--- src/rtl/pulse_count_arbiter_if.sv ---
// rtl/pulse_count_arbiter_if.sv - pulse inputs and count-transfer handshake bundle
interface pulse_count_arbiter_if #(
    parameter int NUM_CH = 4,
    parameter int CNT_W  = 32
);
    localparam int ID_W = $clog2(NUM_CH);

    logic [NUM_CH-1:0] pulse_in;
    logic              ready;
    logic              ack;
    logic              valid;
    logic [CNT_W-1:0]  count;
    logic [ID_W-1:0]   ch_id;
    logic              sat;
    logic              busy;

    modport master (
        output pulse_in, ready, ack,
        input  valid, count, ch_id, sat, busy
    );

    modport slave (
        input  pulse_in, ready, ack,
        output valid, count, ch_id, sat, busy
    );
endinterface

--- src/rtl/pulse_count_arbiter.sv ---
// rtl/pulse_count_arbiter.sv - per-channel saturating pulse counters shared over one round-robin transfer handshake
module pulse_count_arbiter #(
    parameter int NUM_CH = 4,
    parameter int CNT_W  = 32
) (
    input  logic                  clk,
    input  logic                  rst,
    pulse_count_arbiter_if.slave  bus
);
    localparam int ID_W = $clog2(NUM_CH);
    localparam logic [CNT_W-1:0] CNT_MAX = '1;
    localparam logic [ID_W-1:0]  LAST_CH = ID_W'(NUM_CH - 1);

    typedef enum logic {IDLE, WAIT_ACK} state_t;

    state_t            state_q, state_d;
    logic [CNT_W-1:0]  cnt_q [NUM_CH];
    logic [CNT_W-1:0]  cnt_d [NUM_CH];
    logic [CNT_W-1:0]  cnt_inc [NUM_CH];
    logic [NUM_CH-1:0] sat_flag_q, sat_flag_d;
    logic [NUM_CH-1:0] at_max, req;
    logic              ready_pend_q, ready_pend_d;
    logic [ID_W-1:0]   last_grant_q, last_grant_d;
    logic              valid_q, valid_d;
    logic              busy_q, busy_d;
    logic              sat_q, sat_d;
    logic [CNT_W-1:0]  count_q, count_d;
    logic [ID_W-1:0]   ch_id_q, ch_id_d;
    logic              gnt_found;
    logic [ID_W-1:0]   gnt_idx;
    logic              grant;

    always_comb begin
        for (int i = 0; i < NUM_CH; i++) begin
            at_max[i]  = (cnt_q[i] == CNT_MAX);
            cnt_inc[i] = (bus.pulse_in[i] && !at_max[i]) ? cnt_q[i] + CNT_W'(1) : cnt_q[i];
            req[i]     = (cnt_q[i] != '0) || bus.pulse_in[i];
        end
    end

    // Lowest requester overall, overridden by the lowest requester above last_grant.
    always_comb begin
        gnt_found = 1'b0;
        gnt_idx   = '0;
        for (int i = NUM_CH - 1; i >= 0; i--) begin
            if (req[i]) begin
                gnt_found = 1'b1;
                gnt_idx   = ID_W'(i);
            end
        end
        for (int i = NUM_CH - 1; i >= 0; i--) begin
            if (req[i] && (i > int'(last_grant_q))) begin
                gnt_idx = ID_W'(i);
            end
        end
    end

    assign grant = (state_q == IDLE) && (ready_pend_q || bus.ready) && gnt_found;

    always_comb begin
        state_d      = state_q;
        ready_pend_d = ready_pend_q | bus.ready;
        last_grant_d = last_grant_q;
        valid_d      = valid_q;
        busy_d       = busy_q;
        sat_d        = sat_q;
        count_d      = count_q;
        ch_id_d      = ch_id_q;
        for (int i = 0; i < NUM_CH; i++) begin
            cnt_d[i]      = cnt_inc[i];
            sat_flag_d[i] = sat_flag_q[i] | (bus.pulse_in[i] & at_max[i]);
        end

        case (state_q)
            IDLE: begin
                if (grant) begin
                    count_d             = cnt_inc[gnt_idx];
                    ch_id_d             = gnt_idx;
                    sat_d               = sat_flag_q[gnt_idx] | (bus.pulse_in[gnt_idx] & at_max[gnt_idx]);
                    cnt_d[gnt_idx]      = '0;
                    sat_flag_d[gnt_idx] = 1'b0;
                    valid_d             = 1'b1;
                    busy_d              = 1'b1;
                    last_grant_d        = gnt_idx;
                    ready_pend_d        = 1'b0;
                    state_d             = WAIT_ACK;
                end
            end
            WAIT_ACK: begin
                if (bus.ack) begin
                    valid_d = 1'b0;
                    busy_d  = 1'b0;
                    state_d = IDLE;
                end
            end
            default: state_d = IDLE;
        endcase
    end

    always_ff @(posedge clk or posedge rst) begin
        if (rst) begin
            state_q      <= IDLE;
            ready_pend_q <= 1'b0;
            last_grant_q <= LAST_CH;
            valid_q      <= 1'b0;
            busy_q       <= 1'b0;
            sat_q        <= 1'b0;
            count_q      <= '0;
            ch_id_q      <= '0;
            sat_flag_q   <= '0;
            for (int i = 0; i < NUM_CH; i++) begin
                cnt_q[i] <= '0;
            end
        end else begin
            state_q      <= state_d;
            ready_pend_q <= ready_pend_d;
            last_grant_q <= last_grant_d;
            valid_q      <= valid_d;
            busy_q       <= busy_d;
            sat_q        <= sat_d;
            count_q      <= count_d;
            ch_id_q      <= ch_id_d;
            sat_flag_q   <= sat_flag_d;
            for (int i = 0; i < NUM_CH; i++) begin
                cnt_q[i] <= cnt_d[i];
            end
        end
    end

    assign bus.valid = valid_q;
    assign bus.busy  = busy_q;
    assign bus.sat   = sat_q;
    assign bus.count = count_q;
    assign bus.ch_id = ch_id_q;
endmodule

--- src/flat_wrapper.sv ---
// flat-port wrapper written by rule: the top's interface ports become plain ports
module pulse_count_arbiter_flat 
#(
    parameter int NUM_CH = 4,
    parameter int CNT_W  = 32
)
  (clk, rst, bus_pulse_in, bus_ready, bus_ack, bus_valid, bus_count, bus_ch_id, bus_sat, bus_busy);
  pulse_count_arbiter_if #(.NUM_CH(NUM_CH), .CNT_W(CNT_W)) bus_i ();
  input  logic clk;
  input  logic rst;
  input wire logic [$bits(bus_i.pulse_in)-1:0] bus_pulse_in;
  input wire logic [$bits(bus_i.ready)-1:0] bus_ready;
  input wire logic [$bits(bus_i.ack)-1:0] bus_ack;
  output wire logic [$bits(bus_i.valid)-1:0] bus_valid;
  output wire logic [$bits(bus_i.count)-1:0] bus_count;
  output wire logic [$bits(bus_i.ch_id)-1:0] bus_ch_id;
  output wire logic [$bits(bus_i.sat)-1:0] bus_sat;
  output wire logic [$bits(bus_i.busy)-1:0] bus_busy;
  assign bus_i.pulse_in = bus_pulse_in;
  assign bus_i.ready = bus_ready;
  assign bus_i.ack = bus_ack;
  assign bus_valid = bus_i.valid;
  assign bus_count = bus_i.count;
  assign bus_ch_id = bus_i.ch_id;
  assign bus_sat = bus_i.sat;
  assign bus_busy = bus_i.busy;
  pulse_count_arbiter #(.NUM_CH(NUM_CH), .CNT_W(CNT_W)) u_core (.clk(clk), .rst(rst), .bus(bus_i));
endmodule
--- config.mk ---
export PLATFORM = sky130hd
export DESIGN_NAME = pulse_count_arbiter_flat
export DESIGN_NICKNAME = d
export VERILOG_FILES = /design/src/rtl/pulse_count_arbiter_if.sv /design/src/rtl/pulse_count_arbiter.sv /design/src/flat_wrapper.sv
export SDC_FILE = /design/constraint.sdc
export NUM_CORES = 1
export LEC_CHECK = 0
export CORE_ASPECT_RATIO = 0.9
export CORE_MARGIN = 2
export CORE_UTILIZATION = 50
export DETAILED_ROUTE_END_ITERATION = 6
export PLACE_DENSITY = 0.74
export RECOVER_POWER = 50
export SYNTH_ARGS = -nofsm -noshare
export SYNTH_HDL_FRONTEND = slang
export SYNTH_SLANG_ARGS = --single-unit
export TNS_END_PERCENT = 50
--- constraint.sdc ---
create_clock -name clk -period 18.16 [get_ports clk]
set_input_delay 5.448 -clock clk [delete_from_list [all_inputs] [get_ports clk]]
set_output_delay 5.448 -clock clk [all_outputs]
set_load 0.03 [all_outputs]
==> impl_metrics.sql <==
INSERT INTO impl_metrics (metric_group, metric, value, unit) VALUES
('drt', 'detail_route.drc_violations', '0', ''),
('global_route', 'grt_pass1_vias', '8001', ''),
('logic_synthesis', 'synth.distinct_cells', '77', ''),
('sta', 'finalWorstSetupSlack', '6360', 'ps'),
('logic_synthesis', 'synthesized_netlist_cell_count', '1052', ''),
('logic_synthesis', 'yosysSeqAreaShare', '44.3', '%'),
('pwr', 'cell_internal_pwr', '0.000851', 'W'),
('layout', 'stdcell_count', '1339', ''),
('worst_setup_path', 'critical_path.endpoint_type', 'async pin', ''),
('sta', 'finalHoldViolations', '0', ''),
('floorplanning', 'die_area', '0.0206', 'mm^2'),
('logic_synthesis', 'yosys_warnings', '0', ''),
('clock_network', 'cts_setup_buffers', '0', ''),
('logic_synthesis', 'synth-edff-count', '0', ''),
('min_path', 'hp-class', 'flop to flop', ''),
('clock_network', 'cts_max_level', '4', ''),
('clock_network', 'cts_buf_count', '17', ''),
('sta', 'achievable-frequency', '84.7', 'MHz'),
('placement', 'post-place-cells', '1308', ''),
('placement', 'io_buffer_count', '44', ''),
('clock_network', 'cts_resized', '0', ''),
('logic_synthesis', 'synth_top_family_by_area', 'simple AND/OR/NAND/NOR gates', ''),
('worst_setup_path', 'worst-endpoint-arrival', '11400', 'ps'),
('pwr', 'comb_power_share', '39.5', '%'),
('status', 'failed_checks', 'max-capacitance violations, max-slew violations', ''),
('clock_network', 'post_cts_clock_slew_at_the_launch_and_capture_registers_of_the_worst_setup_and_hold_paths', '70', 'ps'),
('layout', 'layout_commonest_cell', 'sky130_fd_sc_hd__nor2_1', ''),
('pwr', 'power.clock.fraction', '26.1', '%'),
('global_route', 'grt_use_total', '30.8', '%'),
('worst_setup_path', 'r2r-end', 'u_core.bus.count[5]$_DFFE_PP0P_', ''),
('logic_synthesis', 'synth_area', '0.00973', 'mm^2'),
('placement', 'hpwl', '22200', 'um'),
('clock_network', 'tritoncts', 'done', ''),
('global_route', 'global_route_wire_length_before_repair', '47100', 'um'),
('clock_network', 'cts_buffer_depth', '2', ''),
('drt', 'postRouteWirelength', '30600', 'um'),
('sta', 'final.setup_skew', '12.5', 'ps'),
('layout', 'nNetsFinal', '1093', ''),
('logic_synthesis', 'synth_xor_xnor_area_share', '10.9', '%'),
('clock_network', 'cts.sinks', '172', ''),
('layout', 'antennaDiodeCount', '0', ''),
('sta', 'slew_violations', '175', ''),
('worst_setup_path', 'crit_path_max_fanout', '95', ''),
('run', 'max_cap_viol_count', '2', ''),
('sta', 'layout_min_cycle_time', '11800', 'ps'),
('min_path', 'hold-path-cell-count', '2', ''),
('global_route', 'initial_antenna_violation_count', '0', ''),
('floorplanning', 'start_util', '50.9', '%'),
('clock_network', 'cts.hold.buffers_added', '0', ''),
('drt', 'ant_nets_after_route', '0', ''),
('min_path', 'worstHoldStart', 'u_core.bus.count[26]$_DFFE_PP0P_', ''),
('status', 'result_of_the_run', 'complete, but fails checks', ''),
('drt', 'drt-wirelength-per-cell', '22.9', 'um'),
('logic_synthesis', 'yosys_register_bits', '172', ''),
('worst_setup_path', 'timing_worst_setup_path_type', 'input pin to async pin', ''),
('logic_synthesis', 'synth_mux_area_share', '1.02', '%'),
('logic_synthesis', 'synthesis.nets', '1068', ''),
('logic_synthesis', 'synth-main-ff-cell', 'sky130_fd_sc_hd__dfrtp_1', ''),
('drt', 'drt_iter0_markers', '1210', ''),
('placement', 'dpl-instance-area', '0.0103', 'mm^2'),
('worst_setup_path', 'setup.reg_to_reg.worst_slack', '14220', 'ps'),
('worst_setup_path', 'timing.rr.start', 'u_core.cnt_q[36]$_DFF_PP0_', ''),
('sta', 'post_route_setup_tns', '0', 'ps'),
('drt', 'detailroute.via_count', '8721', ''),
('drt', 'drt_first_pass_iters', '6', ''),
('sta', 'setup_viol', '0', ''),
('pwr', 'power_per_cell_area', '134', 'mW/mm^2'),
('pwr', 'total_switching_power', '0.000620', 'W'),
('layout', 'mostFrequentLayoutCells', 'sky130_fd_sc_hd__nor2_1 (183), sky130_fd_sc_hd__dfrtp_1 (170), sky130_fd_sc_hd__nand2_1 (83), sky130_fd_sc_hd__xor2_1 (65), sky130_fd_sc_hd__xnor2_1 (56)', ''),
('global_route', 'globalRoute.totalOverflow', '0', ''),
('sta', 'max_slew_margin', '-181', '%');
## routing by layer
metal | up-vias | global-route usage [%] | routed length [um]
met5 | - | 0 | 0
met4 | 0 | 12.9 | 1280
met3 | 75 | 8.22 | 3370
met2 | 554 | 43.1 | 12900
met1 | 4238 | 44.9 | 13100
li1 | 3854 | - | -
## per-stage QoR
| step | power [W] | hold slack [ps] | util [%] |
|---|---|---|---|
| 2_1_floorplan | 0.000883 | 456 | - |
| 3_3_place_gp | 0.00108 | 452 | 54.2 |
| 3_5_place_dp | 0.00109 | 461 | 54.2 |
| 4_1_cts | 0.00147 | 476 | 57.4 |
| 5_1_grt | 0.00153 | 509 | 57.3 |
| 6_report | 0.00147 | 466 | 57.3 |
## worst max-delay path: stages
cell	delay [ps]
sky130_fd_sc_hd__dlygate4sd3_1	540
sky130_fd_sc_hd__clkinvlp_2	2310
sky130_fd_sc_hd__clkbuf_1	3010
## power groups by stage
| stage | registers [W] | logic (W) | clock network, W |
|---|---|---|---|
| after detailed placement | 0.000511 | 0.000575 | 0 |
| after global placement | 0.000511 | 0.000570 | 0 |
| after CTS | 0.000505 | 0.000580 | 0.000385 |
| after global routing | 0.000512 | 0.000616 | 0.000402 |
| after floorplan | 0.000550 | 0.000334 | 0 |
| final | 0.000506 | 0.000581 | 0.000384 |
## cells in the mapped netlist, drive strengths merged, types with 23 or more instances
library cell	count	share of area [%]
xnor2	56	5.0
o22a	24	2.2
dfrtp	170	44
inv	23	0.89
nand4	56	3.8
nand3	47	2.5
xor2	65	5.9
nor2	189	7.4
nor4	48	3.8
o22ai	23	1.5
nand2	83	3.2
o21ai	23	1.2
buf	30	1.7
## how the worst max path moves through the flow
| stage | startpoint | to | depth (start not counted) |
|---|---|---|---|
| 5_1_grt | rst | u_core.cnt_q[64]$_DFF_PP0_ | 3 |
| 6_report | rst | u_core.cnt_q[82]$_DFF_PP0_ | 3 |
| 2_1_floorplan | rst | u_core.bus.ch_id[0]$_DFFE_PP0P_ | 1 |
| 3_5_place_dp | bus_pulse_in[0] | u_core.bus.count[14]$_DFFE_PP0P_ | 9 |
| 3_3_place_gp | bus_pulse_in[3] | u_core.bus.count[5]$_DFFE_PP0P_ | 10 |
| 4_1_cts | bus_pulse_in[3] | u_core.bus.count[5]$_DFFE_PP0P_ | 10 |
## kinds of logic (layout without fill, tap and decap cells)
logic type,after synthesis,in the layout
buffers and inverters,70,107
multiplexers,9,9
XOR/XNOR,121,121
AND/OR/NAND/NOR,524,524
AO/OA/AOI/OAI,148,148
flip-flops,172,172
adder cells (fa/ha/maj),8,8
## state kept, by name, summed over array words and instances, names as in the netlist
name and flops:
u_core.last_grant_q 2, u_core.bus.valid 1, u_core.bus.count 32, u_core.cnt_q 128
u_core.bus.ch_id 2, u_core.sat_flag_q 4, u_core.ready_pend_q 1, u_core.state_q 1
u_core.bus.sat 1
## final cells by class
| type | instances | area, um^2 |
|---|---|---|
| well taps | 250 | 313 |
| flip-flops and latches | 172 | 4310 |
| repair buffers | 53 | 504 |
| multi-input cells | 810 | 5120 |
| clock buffers | 22 | 474 |
| clock inverters | 9 | 138 |
| fillers | 1648 | 8160 |
| inverters | 23 | 87.6 |
No activity file was read; power rests on OpenSTA's default activity.
